**config.mk**
```make
export PLATFORM = sky130hd
export DESIGN_NAME = pair_nibble_serializer
export DESIGN_NICKNAME = d
export VERILOG_FILES = /design/src/rtl/pair_ser_pkg.sv /design/src/rtl/pair_ser_fifo.sv /design/src/rtl/pair_nibble_serializer.sv
export SDC_FILE = /design/constraint.sdc
export NUM_CORES = 1
export LEC_CHECK = 0
export ABC_CLOCK_PERIOD_IN_PS = 2700
export CAP_MARGIN = 20
export CORE_AREA = 4 4 69 55
export DETAILED_ROUTE_END_ITERATION = 16
export DIE_AREA = 0 0 73 59
export DONT_BUFFER_PORTS = 1
export HOLD_SLACK_MARGIN = 0.1
export PLACE_DENSITY_LB_ADDON = 0.25
export SETUP_SLACK_MARGIN = 0.3
export SKIP_CTS_REPAIR_TIMING = 1
export SYNTH_ARGS = -nofsm -noshare
export SYNTH_HDL_FRONTEND = slang
export SYNTH_SLANG_ARGS = --single-unit
```
**constraint.sdc**
```tcl
create_clock -name clk -period 2.7 [get_ports clk]
set_input_delay 0.54 -clock clk [delete_from_list [all_inputs] [get_ports clk]]
set_output_delay 0.54 -clock clk [all_outputs]
set_load 0.02 [all_outputs]
```
**src/rtl/pair_ser_pkg.sv**
```systemverilog
// Shared types for the pair nibble serializer.
// Pair word layout, nibble type and emit phase.
package pair_ser_pkg;

   localparam int NIB_W = 4;

   typedef logic [NIB_W-1:0] nibble_t;

   typedef struct packed {
      nibble_t hi;
      nibble_t lo;
   } pair_t;

   typedef enum logic {
      PH_LO = 1'b0,
      PH_HI = 1'b1
   } phase_e;

endpackage

```
**src/rtl/pair_ser_fifo.sv**
```systemverilog
// Small synchronous FIFO for packed pair words.
// Head is read combinationally from registered storage.
module pair_ser_fifo
   import pair_ser_pkg::*;
#(
   parameter int  DEPTH  = 2,
   parameter type data_t = pair_t
) (
   input  logic                   clk,
   input  logic                   rst_n,
   input  logic                   push,
   input  logic                   pop,
   input  data_t                  din,
   output logic                   full,
   output logic                   empty,
   output data_t                  head,
   output logic [$clog2(DEPTH):0] count
);

   localparam int AW = $clog2(DEPTH);
   localparam int CW = AW + 1;
   localparam logic [CW-1:0] FULL_CNT = CW'(DEPTH);

   data_t         mem [DEPTH];
   logic [AW-1:0] wr_ptr;
   logic [AW-1:0] rd_ptr;
   logic          wr_en;
   logic          rd_en;

   assign full  = (count == FULL_CNT);
   assign empty = (count == '0);
   assign wr_en = push && !full;
   assign rd_en = pop && !empty;
   assign head  = mem[rd_ptr];

   // Storage write at the tail; contents need no reset.
   always_ff @(posedge clk) begin
      if (wr_en) mem[wr_ptr] <= din;
   end

   // Pointer and occupancy bookkeeping.
   always_ff @(posedge clk) begin
      if (!rst_n) begin
         wr_ptr <= '0;
         rd_ptr <= '0;
         count  <= '0;
      end else begin
         if (wr_en) wr_ptr <= wr_ptr + AW'(1);
         if (rd_en) rd_ptr <= rd_ptr + AW'(1);
         case ({wr_en, rd_en})
            2'b10:   count <= count + CW'(1);
            2'b01:   count <= count - CW'(1);
            default: count <= count;
         endcase
      end
   end

endmodule

```
**src/rtl/pair_nibble_serializer.sv**
```systemverilog
// Re-emits buffered pair words as lo then hi nibble beats.
// Optional parity output enabled by PAIR_SER_PARITY_EN.
module pair_nibble_serializer
   import pair_ser_pkg::*;
#(
   parameter int DEPTH = 2,
   parameter int CNT_W = 16
) (
   input  logic             clk,
   input  logic             rst_n,
   input  logic             in_valid,
   output logic             in_ready,
   input  logic [7:0]       in_data,
   output logic             out_valid,
   input  logic             out_ready,
   output logic [NIB_W-1:0] out_data,
   output logic             out_last,
   output logic [CNT_W-1:0] word_cnt,
   output logic             busy
`ifdef PAIR_SER_PARITY_EN
   ,
   output logic             out_par
`endif
);

   localparam int CW = $clog2(DEPTH) + 1;

   phase_e        phase;
   pair_t         head;
   logic [CW-1:0] count;
   logic          full;
   logic          empty;
   logic          push;
   logic          pop;
   logic          beat;

   assign in_ready  = !full;
   assign push      = in_valid && in_ready;
   assign out_valid = !empty;
   assign beat      = out_valid && out_ready;
   assign pop       = beat && (phase == PH_HI);
   assign busy      = (count != '0);

   pair_ser_fifo #(
      .DEPTH  (DEPTH),
      .data_t (pair_t)
   ) u_fifo (
      .clk   (clk),
      .rst_n (rst_n),
      .push  (push),
      .pop   (pop),
      .din   (pair_t'(in_data)),
      .full  (full),
      .empty (empty),
      .head  (head),
      .count (count)
   );

   // Phase advances on every accepted beat; pops happen on the hi beat.
   always_ff @(posedge clk) begin
      if (!rst_n) begin
         phase <= PH_LO;
      end else if (beat) begin
         phase <= (phase == PH_LO) ? PH_HI : PH_LO;
      end
   end

   // Count completed words, sticking at all-ones.
   always_ff @(posedge clk) begin
      if (!rst_n) begin
         word_cnt <= '0;
      end else if (pop && (word_cnt != '1)) begin
         word_cnt <= word_cnt + CNT_W'(1);
      end
   end

   // Select the current nibble; idle outputs are forced to zero.
   always_comb begin
      out_data = '0;
      out_last = 1'b0;
      if (!empty) begin
         out_data = (phase == PH_HI) ? head.hi : head.lo;
         out_last = (phase == PH_HI);
      end
   end

`ifdef PAIR_SER_PARITY_EN
   assign out_par = ^out_data;
`endif

endmodule

```
==> results of run 1 <==
[worst max-delay path, stage by stage (launching register included)]
cell     delay [ns]
dfxtp_1        0.53
nand4_1        0.30
or4b_1         0.68
or4_1          0.55
a21oi_1        0.15
[layout make-up]
class | instances | area, µm²
clock buffers | 5 | 68.82
clock inverters | 3 | 16.27
fillers | 279 | 1383
inverters | 6 | 22.52
multi-input cells | 100 | 705.7
flip-flops and latches | 38 | 922.1
well taps | 40 | 50.05
repair buffers | 1 | 7.507
[report_power, final]
part	total [µW]	switching [µW]	internal [µW]	leakage [µW]
logic	126	82.3	43.5	0.000171
clock network	370	194	176	0.0000416
registers	666	29.9	636	0.000328
total	1160	306	856	0.000541
[cell families (layout without fill, tap and decap cells)]
kind of cell / count (synthesis) / count (layout) / share of synthesized area [%]
simple gates: 54 / 54 / 18.68
fa+ha+maj: 2 / 2 / 1.495
buf+inv: 11 / 15 / 2.840
xor+xnor: 5 / 5 / 2.616
flops: 38 / 38 / 55.01
compound gates: 34 / 34 / 13.38
mux: 5 / 5 / 5.979
[cell usage after synthesis (all sizes together), types with 4 or more instances]
cell     n  share of area (%)
a21oi   14                4.2
or3      7                2.6
inv      6                1.3
nand3    5                1.5
nand4    4                1.5
o21ai    7                2.1
nor2b    5                1.9
mux4     4                5.4
o31ai    6                2.7
edfxtp  16                 29
nand2    7                1.6
dfxtp   22                 26
or4      8                3.6
nor2     9                2.0
[flip-flops by register name, indices dropped and copies added, names as in the netlist, named ones only]
name / count
u_fifo.rd_ptr: 1
word_cnt: 16
u_fifo.mem: 16
u_fifo.count: 2
phase: 1
u_fifo.wr_ptr: 1
[routing by layer]
metal  global-route usage [%]  share of wire, %
met1                    21.46                43
met2                    24.33                47
met3                    8.983               8.1
met4                    5.789               1.5
met5                        0                 0
[through the flow]
stage	power [µW]	cell area, µm²	util [%]
floorplan	790.1	1674	-
global placement	800.5	1707	53.74
detailed placement	807.5	1707	53.74
CTS	1175	1792	56.42
global route	1224	1793	56.46
finish	1162	1793	56.46
[how the worst max path moves through the flow]
stage	depth (start not counted)	endpoint	start	slack [ns]
floorplan	5	word_cnt[15]$_SDFFE_PN0P_	word_cnt[4]$_SDFFE_PN0P_	0.64
global placement	4	word_cnt[15]$_SDFFE_PN0P_	word_cnt[4]$_SDFFE_PN0P_	0.52
detailed placement	4	word_cnt[15]$_SDFFE_PN0P_	word_cnt[4]$_SDFFE_PN0P_	0.46
CTS	4	word_cnt[15]$_SDFFE_PN0P_	word_cnt[4]$_SDFFE_PN0P_	0.44
global route	4	word_cnt[15]$_SDFFE_PN0P_	word_cnt[5]$_SDFFE_PN0P_	0.31
finish	4	word_cnt[15]$_SDFFE_PN0P_	word_cnt[5]$_SDFFE_PN0P_	0.44
==> flow_summary.json, run 1 <==
{
  "wl_um": 3240,
  "initial_core_util_pct": 52.72,
  "maxCapViolations": 0,
  "synth_top_flop_cell": "dfxtp_1",
  "insertedDiodeCount": 0,
  "clockBufferDepth": 2,
  "place_ws_ns": 0.4622,
  "antenna_found_initial": 0,
  "layout_commonest_cell": "dfxtp_1",
  "numPortBuffers": 0,
  "cts.sinks": 38,
  "yosys_warnings": 0,
  "synthCells": 149,
  "ys_async_sr_fraction_pct": 0,
  "fin_crit_sh_pct": 83.66,
  "final_cells": 193,
  "drtIter0Drc": 130,
  "rsz0062_at_grt": "false",
  "period_minus_slack_ns": 2.259,
  "worst_hold_slack_ns": 0.3378,
  "crit_path_start_kind": "register",
  "htree_levels": 2,
  "r2r-end": "word_cnt[15]$_SDFFE_PN0P_",
  "ys_ff_latch": 38,
  "routabilityCongestion": 0.7637,
  "worstHoldEndpoint": "u_fifo.mem[0][4]$_DFFE_PP_",
  "yosysUniqueCellTypes": 33,
  "arrival_ns": 2.48,
  "area_growth_pct": 7.100,
  "viasPerCell": 6.062,
  "worstSetupEndpointType": "register",
  "drive_gt1_share_pct": 10.46,
  "relSlewSlack_pct": 50.50,
  "holdPathStages": 0,
  "cts_root_buffer": "clkbuf_8",
  "fmax_ghz": 0.4427,
  "nets": 166,
  "p_leak_uw": 0.0005410,
  "required_ns": 2.92,
  "die_x_um": 73,
  "grt_pass1_vias": 1102,
  "place_inst": 185,
  "grt.overflow.total": 0,
  "slew_violations": 0,
  "cts_tree": "yes",
  "reg2reg_slack_ns": 0.44,
  "core-area_um2": 3176,
  "rows": 18,
  "clock_skew_ns": 0.006992,
  "numCtsBuffers": 5,
  "dieArea_um2": 4307,
  "status": "finished, final reports clean",
  "powerDensity_nw_per_um2": 648.2,
  "hp-class": "in -> reg",
  "hold_path.startpoint": "in_data[4]",
  "syn-cell-area_um2": 1674,
  "ir_worst_vdd_mv": 0.4144,
  "cp_max_fo": 8,
  "finalHoldViolCount": 0,
  "yosysSeqAreaShare_pct": 55.01,
  "clk_pin_slew_ns": 0.07,
  "final_cell_mix": "21 x dfxtp_1, 16 x edfxtp_1, 14 x a21oi_1",
  "syn_nets": 163,
  "syn_avg_cell_area_um2": 11.24,
  "hpwl_um": 2339,
  "ioPinCount": 36,
  "clk_latency_ns": 0.29,
  "drtAntennaViolNets": 0,
  "vias": 1170,
  "drt_first_pass_iters": 4,
  "dieHeight_um": 59,
  "grt_pass1_wl_um": 5313,
  "post-route-drc-count": 0,
  "synth_edf_count": 16,
  "r2r_start": "word_cnt[5]$_SDFFE_PN0P_",
  "fin_ws_ns": 0.4413,
  "routedWlPerCell_um": 16.79,
  "grt_max_degree": 22,
  "r2r_cells": 4,
  "fin_setup_tns_ns": 0,
  "grtUsageTotal_pct": 16.81,
  "setup_viol": 0,
  "critical_path_class": "reg -> reg",
  "worstMarginPinSlew_ns": 0.7368
}
No activity file was read; power rests on OpenSTA's default activity.
==> inputs of run 2 (changes only) <==
--- a/config.mk
+++ b/config.mk
@@ -5,7 +5,7 @@
 export SDC_FILE = /design/constraint.sdc
 export NUM_CORES = 1
 export LEC_CHECK = 0
-export ABC_CLOCK_PERIOD_IN_PS = 2700
+export ABC_CLOCK_PERIOD_IN_PS = 2280
 export CAP_MARGIN = 20
 export CORE_AREA = 4 4 69 55
 export DETAILED_ROUTE_END_ITERATION = 16
==> constraint.sdc (replaced) <==
create_clock -name clk -period 2.28 [get_ports clk]
set_input_delay 0.456 -clock clk [delete_from_list [all_inputs] [get_ports clk]]
set_output_delay 0.456 -clock clk [all_outputs]
set_load 0.02 [all_outputs]
==> run 2 against run 1 <==
Design area is 5.5% higher. Sequential cell count unchanged. Clock power grew 15%. Setup slack got worse by 0.074 ns. Global-route usage fell by 0.31 points. Highest routed layer unchanged.
==> flow_summary.json, run 2 (synthesis results as in run 1) <==
{
  "cts.sinks": 38,
  "viasPerCell": 6.265,
  "crit_path_start_kind": "register",
  "area_growth_pct": 13.00,
  "initial_core_util_pct": 52.72,
  "rows": 18,
  "critical_path_class": "reg -> reg",
  "clk_pin_slew_ns": 0.07,
  "reg.largest.list": "u_fifo.mem (16), word_cnt (16), u_fifo.count (2)",
  "relSlewSlack_pct": 54.15,
  "wl_um": 3443,
  "post-route-drc-count": 0,
  "routedWlPerCell_um": 17.22,
  "drt_first_pass_iters": 4,
  "finalHoldViolCount": 0,
  "cp_max_fo": 6,
  "status": "finished, final reports clean",
  "slew_violations": 0,
  "grt_max_degree": 22,
  "clockBufferDepth": 2,
  "clock_skew_ns": 0.007589,
  "grt.overflow.total": 0,
  "cts_root_buffer": "clkbuf_8",
  "drive_gt1_share_pct": 23.13,
  "powerDensity_nw_per_um2": 723.9,
  "routabilityCongestion": 0.7558,
  "drtIter0Drc": 64,
  "ioPinCount": 36,
  "insertedDiodeCount": 0,
  "arrival_ns": 2.12,
  "cts_tree": "yes",
  "numCtsBuffers": 5,
  "drtAntennaViolNets": 0,
  "worstSetupEndpointType": "register",
  "placed_area_um2": 1769,
  "rsz0062_at_grt": "false",
  "grt_pass1_wl_um": 5416,
  "p_leak_uw": 0.0005993,
  "ir_worst_vdd_mv": 0.4873,
  "post-route-cell-area_um2": 1892,
  "maxCapViolations": 0,
  "grtUsageTotal_pct": 16.50,
  "vias": 1253,
  "dieHeight_um": 59,
  "required_ns": 2.49,
  "hp-class": "in -> reg",
  "antenna_found_initial": 0,
  "htree_levels": 2,
  "clk_latency_ns": 0.28,
  "grt_pass1_vias": 1123,
  "fin_setup_tns_ns": 0,
  "numPortBuffers": 0,
  "reg2reg_slack_ns": 0.37,
  "core-area_um2": 3176,
  "die_x_um": 73,
  "worstMarginPinSlew_ns": 0.6870,
  "period_minus_slack_ns": 1.913,
  "dieArea_um2": 4307,
  "layout_commonest_cell": "edfxtp_1",
  "setup_viol": 0,
  "fin_crit_sh_pct": 83.90,
  "final_cell_mix": "16 x edfxtp_1, 14 x a21oi_1, 11 x dfxtp_1",
  "hpwl_um": 2457,
  "fmax_ghz": 0.5228,
  "nets": 173
}
run 2: report_power, final:
group | switching [µW] | total, µW | leakage [µW] | internal, µW
combinational | 107 | 163 | 0.000222 | 56.0
clock | 217 | 427 | 0.0000426 | 210
sequential | 28.2 | 779 | 0.000334 | 751
total | 353 | 1370 | 0.000599 | 1020
run 2: area by class of cell:
type                            count  area [µm²]
Clock buffer                        6       72.57
Tap cell                           40       50.05
Inverter                            6       22.52
Multi-Input combinational cell    100       733.2
Fill cell                         268        1284
Clock inverter                      2       8.758
Sequential cell                    38       944.7
Timing Repair Buffer                8       60.06
run 2: path summary, 6_finish.rpt:
kind,startpoint,to,depth (start not counted)
setup / recovery,word_cnt[6]$_SDFFE_PN0P_,word_cnt[14]$_SDFFE_PN0P_,5
hold / removal,in_data[6],u_fifo.mem[1][6]$_DFFE_PP_,0
setup reg to reg,word_cnt[6]$_SDFFE_PN0P_,word_cnt[14]$_SDFFE_PN0P_,5
hold reg to reg,word_cnt[7]$_SDFFE_PN0P_,word_cnt[7]$_SDFFE_PN0P_,2
run 2: worst max-delay path, stage by stage, from the launching register on:
cell and delay, ns:
dfxtp_2 0.43, nand4_1 0.14, buf_4 0.19, or4_4 0.52, or4_1 0.41, a21oi_1 0.14
run 2: routing by layer:
metal | track usage, % | up-vias | share of wire [%]
met3 | 6.949 | 7 | 7.2
met2 | 24.71 | 41 | 47
met1 | 21.83 | 613 | 44
li1 | - | 592 | -
met5 | 0 | - | 0
met4 | 5.000 | 0 | 1.1
run 2: metrics by stage:
stage               hold WS (ns)  setup slack [ns]  total power (µW)  utilization (%)  instances
global placement          0.4959            0.2678             952.7            55.71        192
CTS                       0.2568            0.1981              1382            58.27        200
floorplan                 0.4813            0.3464             935.8                -        149
global route              0.2476            0.2982              1426            59.57        200
finish                    0.2632            0.3672              1369            59.57        200
detailed placement        0.5231            0.2202             962.2            55.71        192
==> inputs of run 3 (changes only) <==
--- a/config.mk
+++ b/config.mk
@@ -5,7 +5,7 @@
 export SDC_FILE = /design/constraint.sdc
 export NUM_CORES = 1
 export LEC_CHECK = 0
-export ABC_CLOCK_PERIOD_IN_PS = 2280
+export ABC_CLOCK_PERIOD_IN_PS = 1600
 export CAP_MARGIN = 20
 export CORE_AREA = 4 4 69 55
 export DETAILED_ROUTE_END_ITERATION = 16
==> constraint.sdc (replaced) <==
create_clock -name clk -period 1.6 [get_ports clk]
set_input_delay 0.32 -clock clk [delete_from_list [all_inputs] [get_ports clk]]
set_output_delay 0.32 -clock clk [all_outputs]
set_load 0.02 [all_outputs]
==> run 3 against run 2 <==
The run now ends with negative setup slack left. Clock-buffer cell count unchanged. Design area increased by 28%. Setup slack lost 0.54 ns. Clock power increased by 51%. Power increased by 61%. Hold slack worse by 0.15 ns. Sequential cell count stayed put. Sequential power is 41% higher. Routed wire length is 35% higher. Global-route usage is 3.3 points higher. Critical path type unchanged.
==> flow_summary.json, run 3 (synthesis results as in run 1) <==
{
  "worst_hold_slack_ns": 0.1158,
  "layout_commonest_cell": "buf_4",
  "drtAntennaViolNets": 0,
  "routedWlPerCell_um": 19.39,
  "numCtsBuffers": 5,
  "endpoint": "word_cnt[14]$_SDFFE_PN0P_",
  "cp_slowest_stage_delay_ns": 0.46,
  "routabilityCongestion": 0.8605,
  "cp.depth": 5,
  "fmax_ghz": 0.5632,
  "grtUsageTotal_pct": 19.78,
  "viasPerCell": 6.129,
  "critical_path_class": "reg -> reg",
  "crit_path_start_kind": "register",
  "violations": "negative setup slack",
  "fin_ws_ns": -0.1754,
  "r2r_start": "word_cnt[6]$_SDFFE_PN0P_",
  "dieHeight_um": 59,
  "cp_top_family": "simple AND/OR/NAND/NOR gates",
  "hpwl_um": 2918,
  "die_x_um": 73,
  "clk_latency_ns": 0.30,
  "nets": 213,
  "grt_max_degree": 22,
  "grt.overflow.total": 0,
  "grtUsageMet3_pct": 7.966,
  "utilization_pct": 76.00,
  "final_cell_mix": "38 x buf_4, 16 x edfxtp_1, 10 x a21oi_1",
  "insertedDiodeCount": 0,
  "slew_violations": 0,
  "powerDensity_nw_per_um2": 916.1,
  "r2r_cells": 5,
  "vias": 1471,
  "worstSetupEndpointType": "register",
  "arrival_ns": 2.01,
  "ir_worst_vdd_mv": 0.8523,
  "multi_input_area_um2": 883.3,
  "clock_skew_ns": 0.008663,
  "final_cells": 240,
  "ioPinCount": 36,
  "drive_gt1_share_pct": 52.00,
  "reg2reg_slack_ns": -0.18,
  "grt_pass1_wl_um": 6423,
  "post-route-drc-count": 0,
  "reg.largest.list": "u_fifo.mem (16), word_cnt (16), u_fifo.count (2)",
  "p_leak_uw": 0.0008366,
  "grt_pass1_vias": 1366,
  "drtIter0Drc": 142,
  "cts.sinks": 38,
  "clockBufferDepth": 2,
  "rsz0062_at_grt": "true",
  "finalHoldViolCount": 0,
  "area_growth_pct": 44.17,
  "core-area_um2": 3176,
  "status": "finished, violations left",
  "required_ns": 1.83,
  "crit_buf_inv": 1,
  "seqCellArea_um2": 962.2,
  "hp-class": "in -> reg",
  "antenna_found_initial": 0,
  "initial_core_util_pct": 52.72,
  "setup_viol": 16,
  "relSlewSlack_pct": 48.36,
  "wl_um": 4653,
  "maxCapViolations": 0,
  "met2_usage_pct": 32.74,
  "drt_first_pass_iters": 4,
  "dieArea_um2": 4307,
  "clk_pin_slew_ns": 0.08,
  "place_inst": 224,
  "cp_max_fo": 6,
  "cts_tree": "yes",
  "rows": 18,
  "cp-startpoint": "word_cnt[6]$_SDFFE_PN0P_",
  "fin_crit_sh_pct": 111.0,
  "cp_slowest_cell": "or4_4",
  "n_fill_cell": 217,
  "r2r-end": "word_cnt[14]$_SDFFE_PN0P_",
  "period_minus_slack_ns": 1.775,
  "numPortBuffers": 0,
  "htree_levels": 2,
  "crit_chain": "nand4_1 -> buf_4 -> or4_4 -> or4_1 -> a21oi_1",
  "worstMarginPinSlew_ns": 0.7737,
  "cts_root_buffer": "clkbuf_8",
  "busiest_layer": "met2",
  "grt_use_met1_pct": 23.63
}
## run 3: cell count changes in the layout (fill, tap and decap cells not counted), moves of 3 or more
| cell | change |
|---|---|
| a21oi_2 | +4 |
| nor2b_4 | +4 |
| nor2b_1 | -4 |
| buf_4 | +30 |
| dfxtp_1 | -4 |
| buf_6 | +9 |
| dfxtp_4 | +5 |
| or4_4 | +3 |
| or4_1 | -3 |
| a21oi_1 | -4 |
## run 3: routing by layer
metal,vias up,share of wire [%]
li1,675,-
met1,724,42
met2,64,50
met3,8,7.4
met4,0,1.2
met5,-,0
## run 3: where the power goes
group          total, µW  switching [µW]  internal, µW
clock network        645             346           300
logic                461             232           229
registers           1100            39.0          1070
## run 3: how the worst min path moves through the flow
stage               start                          to  cells past startpoint
2_1_floorplan  in_data[0]  u_fifo.mem[0][0]$_DFFE_PP_                      0
3_3_place_gp   in_data[7]  u_fifo.mem[0][7]$_DFFE_PP_                      0
3_5_place_dp   in_data[3]  u_fifo.mem[0][3]$_DFFE_PP_                      0
4_1_cts        in_data[2]  u_fifo.mem[1][2]$_DFFE_PP_                      0
5_1_grt        in_data[6]  u_fifo.mem[0][6]$_DFFE_PP_                      0
6_report       in_data[6]  u_fifo.mem[0][6]$_DFFE_PP_                      0
## run 3: worst reg2reg max path: stages, from the launching register on
cell and delay, ns:
dfxtp_4 0.35, nand4_1 0.15, buf_4 0.19, or4_4 0.46, or4_1 0.41, a21oi_1 0.14
## run 3: final cells by class
type / instances / area share [%]
flip-flops and latches: 38 / 39.87
multi-input cells: 100 / 36.60
repair buffers: 48 / 16.85
clock buffers: 6 / 3.007
well taps: 40 / 2.074
inverters: 6 / 1.244
clock inverters: 2 / 0.3629
## run 3: metrics by stage
| step | power, µW | worst slack [ns] | TNS, ns | cell area (µm²) |
|---|---|---|---|---|
| after global routing | 2296 | -0.2271 | -2.460 | 2414 |
| after CTS | 2116 | -0.2594 | -2.080 | 2201 |
| after detailed placement | 1499 | -0.2427 | -1.441 | 2120 |
| final | 2211 | -0.1754 | -1.443 | 2414 |
| after floorplan | 1383 | -0.2920 | -1.400 | 1784 |
| after global placement | 1479 | -0.2073 | -1.112 | 2120 |
